## config.mk

```make
export PLATFORM = sky130hd
export DESIGN_NAME = cp0_unit
export DESIGN_NICKNAME = d
export VERILOG_FILES = /design/src/rtl/cp0_unit.sv
export SDC_FILE = /design/constraint.sdc
export NUM_CORES = 1
export LEC_CHECK = 0
export ABC_AREA = 1
export CORE_MARGIN = 10
export CORE_UTILIZATION = 45
export DETAILED_ROUTE_END_ITERATION = 6
export PLACE_DENSITY_LB_ADDON = 0.3
export SYNTH_ARGS = -nofsm -noshare
export SYNTH_HDL_FRONTEND = slang
export SYNTH_SLANG_ARGS = --single-unit
export TNS_END_PERCENT = 1
```

## constraint.sdc

```tcl
create_clock -name clk -period 2.3 [get_ports clk]
set_input_delay 0.46 -clock clk [delete_from_list [all_inputs] [get_ports clk]]
set_output_delay 0.46 -clock clk [all_outputs]
set_load 0.05 [all_outputs]
```

## src/rtl/cp0_unit.sv

```systemverilog
// cp0_unit: coprocessor-0 exception/interrupt controller beside the M stage.
// Holds SR, Cause and EPC. Raises req, the single pipeline flush/redirect
// strobe, when an enabled interrupt or a pending exception is seen outside
// exception level.
module cp0_unit #(
    parameter logic [31:0] EXC_ENTRY = 32'h0000_4180
) (
    input  logic        clk,
    input  logic        reset,
    input  logic        en,
    input  logic [4:0]  cp0_addr,
    input  logic [31:0] cp0_wdata,
    output logic [31:0] cp0_rdata,
    input  logic [31:0] vpc,
    input  logic        bd_in,
    input  logic [4:0]  exc_code_in,
    input  logic [5:0]  hw_int,
    input  logic        eret_in,
    output logic        req,
    output logic [31:0] epc_out
);

    localparam logic [4:0] ADDR_SR    = 5'd12;
    localparam logic [4:0] ADDR_CAUSE = 5'd13;
    localparam logic [4:0] ADDR_EPC   = 5'd14;

    // Only the architecturally defined fields are stored.
    logic [5:0]  sr_im;
    logic        sr_exl;
    logic        sr_ie;
    logic        cause_bd;
    logic [5:0]  cause_ip;
    logic [4:0]  cause_exc;
    logic [31:0] epc;

    logic        int_req;
    logic        exc_req;
    logic [31:0] sr_word;
    logic [31:0] cause_word;

    // Request qualification: interrupts take priority over exceptions, and
    // exception level masks both.
    always_comb begin
        int_req = (|(hw_int & sr_im)) & sr_ie & ~sr_exl;
        exc_req = (exc_code_in != 5'd0) & ~sr_exl;
        req     = (int_req | exc_req) & ~reset;
    end

    // Register images with unimplemented bits reading zero.
    always_comb begin
        sr_word    = {16'h0000, sr_im, 8'h00, sr_exl, sr_ie};
        cause_word = {cause_bd, 15'h0000, cause_ip, 3'b000, cause_exc, 2'b00};
    end

    // mfc0 read mux: pre-edge contents, no write-through.
    always_comb begin
        cp0_rdata = '0;
        case (cp0_addr)
            ADDR_SR:    cp0_rdata = sr_word;
            ADDR_CAUSE: cp0_rdata = cause_word;
            ADDR_EPC:   cp0_rdata = epc;
            default:    cp0_rdata = '0;
        endcase
    end

    assign epc_out = epc;

    // State update: exception entry overrides mtc0/eret; otherwise mtc0 is
    // applied and a same-edge eret then clears EXL (last assignment wins).
    always_ff @(posedge clk) begin
        if (reset) begin
            sr_im     <= '0;
            sr_exl    <= 1'b0;
            sr_ie     <= 1'b0;
            cause_bd  <= 1'b0;
            cause_ip  <= '0;
            cause_exc <= '0;
            epc       <= '0;
        end else begin
            cause_ip <= hw_int;
            if (req) begin
                sr_exl    <= 1'b1;
                cause_bd  <= bd_in;
                cause_exc <= int_req ? 5'd0 : exc_code_in;
                epc       <= bd_in ? (vpc - 32'd4) : vpc;
            end else begin
                if (en && cp0_addr == ADDR_SR) begin
                    sr_im  <= cp0_wdata[15:10];
                    sr_exl <= cp0_wdata[1];
                    sr_ie  <= cp0_wdata[0];
                end
                if (en && cp0_addr == ADDR_EPC) begin
                    epc <= cp0_wdata;
                end
                if (eret_in) begin
                    sr_exl <= 1'b0;
                end
            end
        end
    end

endmodule

```

# Yosys cells after proc, flatten, opt, wreduce, memory -nomap -nowiden
# Index checks and enable logic that the tools add are counted.
[op_classes] add_sub_neg=1 n_eq_ne=3 n_mux=8 n_bitwise=9 n_reduce_logical=7
[op_table] op="32-bit two-way mux" n=3
[op_table] op="32-bit one-hot mux with 3 select lines" n=1
[op_table] op="32-bit by 3-bit subtractor with 32-bit output (second input constant)" n=1
[op_table] op="5-bit by 4-bit equality test with 1-bit output (second input constant)" n=3
[op_table] op="6-bit AND" n=1
[op_table] op="6-bit OR reduction" n=1
[op_table] op="5-bit two-way mux" n=1
[op_table] op="5-bit nonzero test" n=1
[op_table] op="1-bit AND" n=4
[op_table] op="1-bit two-way mux" n=3
[op_table] op="1-bit inverter" n=3
[op_table] op="3-bit nonzero test" n=1
[op_table] op="1-bit logical AND" n=2
[op_table] op="2-bit AND reduction" n=1
[op_table] op="2-bit nonzero test" n=1
[op_table] op="1-bit OR" n=1
[word_totals] ff_bits=52 in_bits=85 out_inout_bits=65 wordCells=35

# Logic depth before layout (Yosys ltp)
[logic_depth] word_depth=8 mapped_depth=13 mapped_depth_nobuf=12

# Worst setup path before layout
# Ideal clock, no wire load.
[synth_path] kind="input to output" start="in cp0_addr[3]" end="out cp0_rdata[2]" arrival_time_ps=2067 t_required_ps=1840 path_slack_ps=-227 stages=4 path_buffers=0 path_cell_list="nand2_1 > nor2_1 > nand3_1 > o21ai_0"
[synth_between] elab_chain_cells=2 word_cells_on_any_way=4 cone_classes="eq/ne (3); mux (1)"
[synth_lines] item="start: declaration" line_no="11" rtl="input logic [4:0] cp0_addr,"
[synth_lines] item="5-bit by 4-bit equality test with 1-bit output" line_no="58" rtl="case (cp0_addr)"
[synth_lines] item="32-bit one-hot mux with 3 select lines (*)" line_no="58"
[synth_lines] item="end: declaration" line_no="13" rtl="output logic [31:0] cp0_rdata,"
# Every way passes the cells marked *; elsewhere a longest branch is shown, timed or not.

# Final worst setup path
[layout_path] start="in cp0_addr[4]" end="out cp0_rdata[3]"
# Same word-level chain as after synthesis.

==> results.sh <==
export IMPL_pin_count=150
export IMPL_layout_min_cycle_time_ns=2.26
export IMPL_yosys_area_top_type="dfxtp_1"
export IMPL_insertion_delay_ns=0.30
export IMPL_cp_end_kind="output port"
export IMPL_final_cell_mix="175 x nand2_1, 112 x clkdlybuf4s50_1, 97 x nor2_1, 77 x inv_1, 52 x dfxtp_1"
export IMPL_worst_pin_slew_ns=0.550
export IMPL_synth_avg_cell_area_um2=5.95
export IMPL_htree_levels=2
export IMPL_max_clock_path_buffers=2
export IMPL_numCtsBuffers=5
export IMPL_tns_ns=0
export IMPL_cts_root_buf="clkbuf_8"
export IMPL_die_area_um2=11900
export IMPL_cts_tree="yes"
export IMPL_dr_total_vias=4417
export IMPL_met2_usage=0.399
export IMPL_yosys_warnings=0
export IMPL_wl_um=13900
export IMPL_ys_seq_area_frac=0.293
export IMPL_grt_overflow_total=0
export IMPL_drc=0
export IMPL_grt_max_degree=42
export IMPL_utilization=0.749
export IMPL_crit_fanout=7
export IMPL_slew_headroom=0.632
export IMPL_ctsHoldBuffers=0
export IMPL_critPathSlowestCell="clkdlybuf4s50_1"
export IMPL_die_w_um=109
export IMPL_syn_to_final_growth_pct=62.0
export IMPL_cp_num_buf_inv=5
export IMPL_drtPass1Iterations=4
export IMPL_syn_inst=597
export IMPL_syn_area_um2=3550
export IMPL_p_leak_nw=2.35
export IMPL_slowest_delay_ns=0.48
export IMPL_hold_class="flop to flop"
export IMPL_synth_top_cell_area_share=0.293
export IMPL_synthTopCellsByArea="dfxtp_1 29%, nand2_1 19%, nor2_1 11%"
export IMPL_ant_nets=0
export IMPL_ys_types=34
export IMPL_path_class="input port to output port"
export IMPL_maxCapViolCount=0
export IMPL_core_area_um2=7690
export IMPL_nets=848
export IMPL_initial_utilization=0.462
export IMPL_cts_sinks=52
export IMPL_wl_per_cell_um=16.1
export IMPL_clkTransAtPathRegs_ns=0.09
export IMPL_antenna_found_initial=0
export IMPL_cp_start_kind="input port"
export IMPL_antenna_cells=0
export IMPL_grt_pass1_wl_um=22100
export IMPL_track_usage=0.229
export IMPL_grt_pass1_vias=4321
export IMPL_setup_violations=0
export IMPL_viasPerCell=5.11
export IMPL_hpwl_um=11300
export IMPL_globalRouteMet1Util=0.287
export IMPL_outcome="completed"
export IMPL_dr_first_iter_drc_count=283
export IMPL_crit_required_ns=1.84
export IMPL_die_y_um=109
export IMPL_skew_ns=0.00430
export IMPL_p_per_area_nw_per_um2=423
export IMPL_drv_slew=0
export IMPL_crit_family="buffers and inverters"
export IMPL_routabilityCongestion=0.950
export IMPL_io_buffers=149
export IMPL_cp_cell_sequence="clkdlybuf4s50_1, inv_2, nand3_4, clkinvlp_4, nand2_1, o21ai_1, buf_4, buf_12"
export IMPL_fin_crit_sh=0.981
export IMPL_crit_arrival_ns=1.80
export IMPL_fmax_mhz=443
export IMPL_synthesis_nets=683
export IMPL_grt_use_met3=0.0366
export IMPL_vdd_drop_max_mv=0.280
export IMPL_yosys_register_bits=52
export IMPL_finalHoldViolCount=0
export IMPL_top_usage_layer="met2"
export IMPL_rsz0062_at_grt="true"
export IMPL_final_common_cell="nand2_1"
export IMPL_rows=32
export IMPL_drive_above_1_share=0.140
cell type report:
| cell class | instances | area, um2 |
|---|---|---|
| clock buffer | 7 | 86.3 |
| clock inverter | 1 | 7.51 |
| fill | 613 | 1930 |
| inverter | 84 | 322 |
| multi-input combinational | 441 | 2120 |
| sequential | 52 | 1040 |
| tap | 102 | 128 |
| timing repair buffer | 178 | 2050 |
path summary, 6_finish.rpt:
| check | from | endpoint | slack, ns | cells after the start |
|---|---|---|---|---|
| worst max-delay path | cp0_addr[4] | cp0_rdata[3] | 0.04 | 8 |
| worst min-delay path | cause_exc[3] | cause_exc[3] | 0.49 | 2 |
| worst max register to register | sr_im[2] | sr_im[4] | 0.53 | 12 |
| worst min register to register | cause_exc[3] | cause_exc[3] | 0.49 | 2 |
logic make-up (layout without fill, tap and decap cells):
family                     count (synthesis)  count (layout)  share of synthesized area
AOI/OAI and AO/OA                        102             102                      0.163
xor gates and xnor gates                  15              15                     0.0370
adders and majority gates                  1               1                    0.00352
buffers and inverters                    105             270                      0.130
DFF                                       52              52                      0.293
and+or+nand+nor                          322             323                      0.374
flip-flops by register name, indices dropped and copies added (netlist names):
signal     cells
cause_exc      5
cause_bd       1
cause_ip       6
sr_ie          1
epc_out       32
sr_exl         1
sr_im          6
worst min-delay path, stage by stage (launching register included):
cell and delay, ns:
dfxtp_1 0.31, inv_1 0.07, a211oi_1 0.06
power by group:
| part | internal (W) | total, W | leakage (nW) | switching [W] |
|---|---|---|---|---|
| Clock | 0.000245 | 0.000543 | 0.0445 | 0.000298 |
| Combinational | 0.000354 | 0.000875 | 1.88 | 0.000522 |
| Sequential | 0.000970 | 0.00102 | 0.429 | 0.0000489 |
synth_stat cells, drive strengths merged:
library cell,n
nand3b,1
buf,14
xnor2,8
nand2,181
nor3,2
o221ai,4
and2,1
o22ai,2
clkbuf,7
inv,84
ha,1
a211oi,9
nand4,7
nor2,110
o21bai,4
dfxtp,52
a21oi,32
o21a,1
o21ai,49
nand3,20
xor2,7
a31oi,1
repair_timing:
action / CTS / global route
setup buffers: 2 / 0
resized for setup: 21 / 3
setup endpoints to repair: 31 / 5
pin swaps: 5 / 0
cloned: 1 / 0
stage by stage:
stage	instance area [um2]	std cells	setup WS [ns]	power, W	hold slack, ns
2_1_floorplan	3550	597	-0.227	0.00151	0.432
3_3_place_gp	5580	854	-0.0809	0.00188	0.455
3_5_place_dp	5580	854	-0.144	0.00189	0.474
4_1_cts	5750	865	0.0483	0.00243	0.487
5_1_grt	5760	865	-0.0204	0.00255	0.507
6_report	5760	865	0.0431	0.00244	0.485
per-layer routing:
metal	part of all wire	wire length, um	vias to the layer above
met3	0.066	912	13
met5	0	0	-
met1	0.42	5860	2031
met2	0.50	6920	178
li1	-	-	2195
met4	0.014	200	0
Note: power is estimated with default switching activity, not from simulation.
==> variant, RTL diff (config.mk and constraints unchanged) <==
Put a register stage on the output `cp0_rdata`, cleared by the reset. The value now appears one clock later. The other outputs are not delayed to match.
--- a/src/rtl/cp0_unit.sv
+++ b/src/rtl/cp0_unit.sv
@@ -25,2 +25,4 @@
     localparam logic [4:0] ADDR_EPC   = 5'd14;
+
+    logic [31:0] cp0_rdata_d;
 
@@ -56,8 +58,8 @@
     always_comb begin
-        cp0_rdata = '0;
+        cp0_rdata_d = '0;
         case (cp0_addr)
-            ADDR_SR:    cp0_rdata = sr_word;
-            ADDR_CAUSE: cp0_rdata = cause_word;
-            ADDR_EPC:   cp0_rdata = epc;
-            default:    cp0_rdata = '0;
+            ADDR_SR:    cp0_rdata_d = sr_word;
+            ADDR_CAUSE: cp0_rdata_d = cause_word;
+            ADDR_EPC:   cp0_rdata_d = epc;
+            default:    cp0_rdata_d = '0;
         endcase
@@ -101,2 +103,10 @@
 
+    always_ff @(posedge clk) begin
+        if (reset) begin
+            cp0_rdata <= '0;
+        end else begin
+            cp0_rdata <= cp0_rdata_d;
+        end
+    end
+
 endmodule
Check against the original RTL: not equivalent (a bounded check fails within 4 cycles, from zero or initial values and one cycle with reset high).
==> variant against the original RTL <==
- first-iteration DRC count is 4.2% higher
- setup slack better by 0.0071 ns
- wire length up 6.5%
- design area up 7.0%
- via count grew 7.4%
- synthesized area grew 19%
- sequential cell count is 32 higher
- cell count grew 7.9%
- clock power grew 79%
- sequential share of layout area rose by 9.2 points
- power is 41% higher
- synthesized cell count grew 9.4%
- global-route usage is 1.7 points lower
- worst hold slack lost 0.13 ns
==> variant: results (changes against the original RTL) <==
Run status
  • Status: finished clean (unchanged)

Global routing
  • GR Layer Usage met3: 4.69% (was 3.66%)
  • GRT Util Overall: 21.2% (was 22.9%)
  • Vias in the first global route: 4594 (was 4321)
  • First-pass GRT wire length: 23000 µm (was 22100 µm)
  • Met1 Usage GRT: 26.0% (was 28.7%)
  • Global routing usage on met2: 36.4% (was 39.9%)
  • Largest net degree at the start of global routing: 31 (was 42)

Setup path
  • Worst reg2reg startpoint: sr_im[3]$_SDFFE_PP0P_ (was sr_im[2]$_SDFFE_PP0P_)
  • R2R setup slack: 0.59 ns (was 0.53 ns)
  • Critical Path Fanout Max: 5 (was 7)
  • Worst stage delay on the critical path: 0.42 ns (was 0.48 ns)
  • Worst r2r dst: epc_out[30]$_SDFFE_PP0P_ (was sr_im[4]$_SDFFE_PP0P_)

Hold path
  • Hold path depth: 3 (was 2)
  • HP Class: in2reg (was reg2reg)
  • Worst hold endpoint: cause_ip[2]$_SDFF_PP0_ (was cause_exc[3]$_SDFFE_PP0P_)
  • Hold Startpoint: hw_int[2] (was cause_exc[3]$_SDFFE_PP0P_)

Power
  • Pleak: 0.00260 µW (was 0.00235 µW)
  • Peak VDD IR: 0.000286 V (was 0.000280 V)

CTS
  • TritonCTS buffer count: 9 (was 5)
  • Clock latency on the worst-skew pair: 0.35 ns (was 0.30 ns)
  • H-tree depth: 3 (was 2)
  • Post-CTS setup buffer count: 0 (was 2)

Finish
  • Share of layout cells above drive strength 1: 7.18% (was 14.0%)
  • Final nets: 903 (was 848)
  • Inserted Diodes: 0 (unchanged)

Logic synthesis
  • Syn_nets: 739 (was 683)
  • Sequential share of the synthesized area: 39.8% (was 29.3%)
  • Area contributors post-synth: dfxtp_1 40%, nand2_1 18%, nor2_1 8.4% (was dfxtp_1 29%, nand2_1 19%, nor2_1 11%)
  • Yosys cell types: 33 (was 34)
  • Syn. warnings: 0 (unchanged)
  • Syn Inst Count: 653 (was 597)

Timing
  • Final setup skew: 0.00900 ns (was 0.00430 ns)
  • Worst-Margin Slew: 0.536 ns (was 0.550 ns)

Route
  • Routed wire length: 14800 µm (was 13900 µm)
  • DR pass1 iterations: 6 (was 4)
  • Initial DRC Count: 295 (was 283)
  • Vias/cell: 5.08 (was 5.11)

Placed design
  • Cells after DPL: 917 (was 854)
  • Placer Congestion: 0.899 (was 0.950)
==> variant: kinds of logic (layout without fill, tap and decap cells) <==
| group | after synthesis | in the layout | share of synthesized area [%] |
|---|---|---|---|
| DFF | 84 | 84 | 39.8 |
| AOI/OAI and AO/OA | 87 | 87 | 11.1 |
| xor gates and xnor gates | 16 | 16 | 3.32 |
| buffers and inverters | 90 | 259 | 8.74 |
| adders and majority gates | 1 | 1 | 0.296 |
| and+or+nand+nor | 375 | 375 | 36.7 |
==> variant: worst reg2reg max path: cells and delay by family, from the launching register on <==
kind	cells	cell delay, ns
simple gates	11	1.12
flops	1	0.38
buf+inv	1	0.14
==> variant: routing by layer <==
metal,vias up,share of wire (%),wire [µm]
li1,2388,-,-
met1,2168,43,6380
met2,168,48,7170
met3,20,6.7,994
met4,0,1.8,260
met5,-,0,0
==> variant: worst max path at each step <==
stage / from / end / slack, ns
3_3_place_gp: vpc[2] / epc_out[26]$_SDFFE_PP0P_ / 0.02
4_1_cts: exc_code_in[2] / req / 0.03
3_5_place_dp: exc_code_in[2] / epc_out[30]$_SDFFE_PP0P_ / 0.02
2_1_floorplan: reset / req / 0.47
5_1_grt: exc_code_in[0] / req / 0.005
6_report: exc_code_in[0] / req / 0.05
==> variant: power breakdown <==
group | internal [µW] | total [µW] | leakage [µW] | switching (µW)
sequential | 1530 | 1580 | 0.000687 | 56.2
clock | 425 | 970 | 0.0000820 | 546
combinational | 359 | 879 | 0.00183 | 520
total | 2310 | 3430 | 0.00260 | 1120
==> variant: area by class of cell <==
| type | instances | area [µm²] |
|---|---|---|
| Clock inverter | 5 | 36.3 |
| Multi-Input combinational cell | 479 | 2180 |
| Fill cell | 814 | 3040 |
| Clock buffer | 11 | 141 |
| Sequential cell | 84 | 1680 |
| Timing Repair Buffer | 178 | 1730 |
| Tap cell | 111 | 139 |
| Inverter | 65 | 249 |
==> variant: through the flow <==
step | util, % | setup WS (ns) | hold slack, ns | instance area [µm²]
6_report | 67.0 | 0.0502 | 0.360 | 6160
3_5_place_dp | 64.9 | 0.0193 | 0.454 | 5970
3_3_place_gp | 64.9 | 0.0172 | 0.449 | 5970
2_1_floorplan | - | 0.466 | 0.441 | 4230
4_1_cts | 66.8 | 0.0282 | 0.461 | 6140
5_1_grt | 67.0 | 0.00534 | 0.364 | 6160
==> variant: repair_timing <==
item | CTS | global route
hold buffers | 0 | 0
resized for setup | 0 | 6
endpoints found under the setup margin | 0 | 1
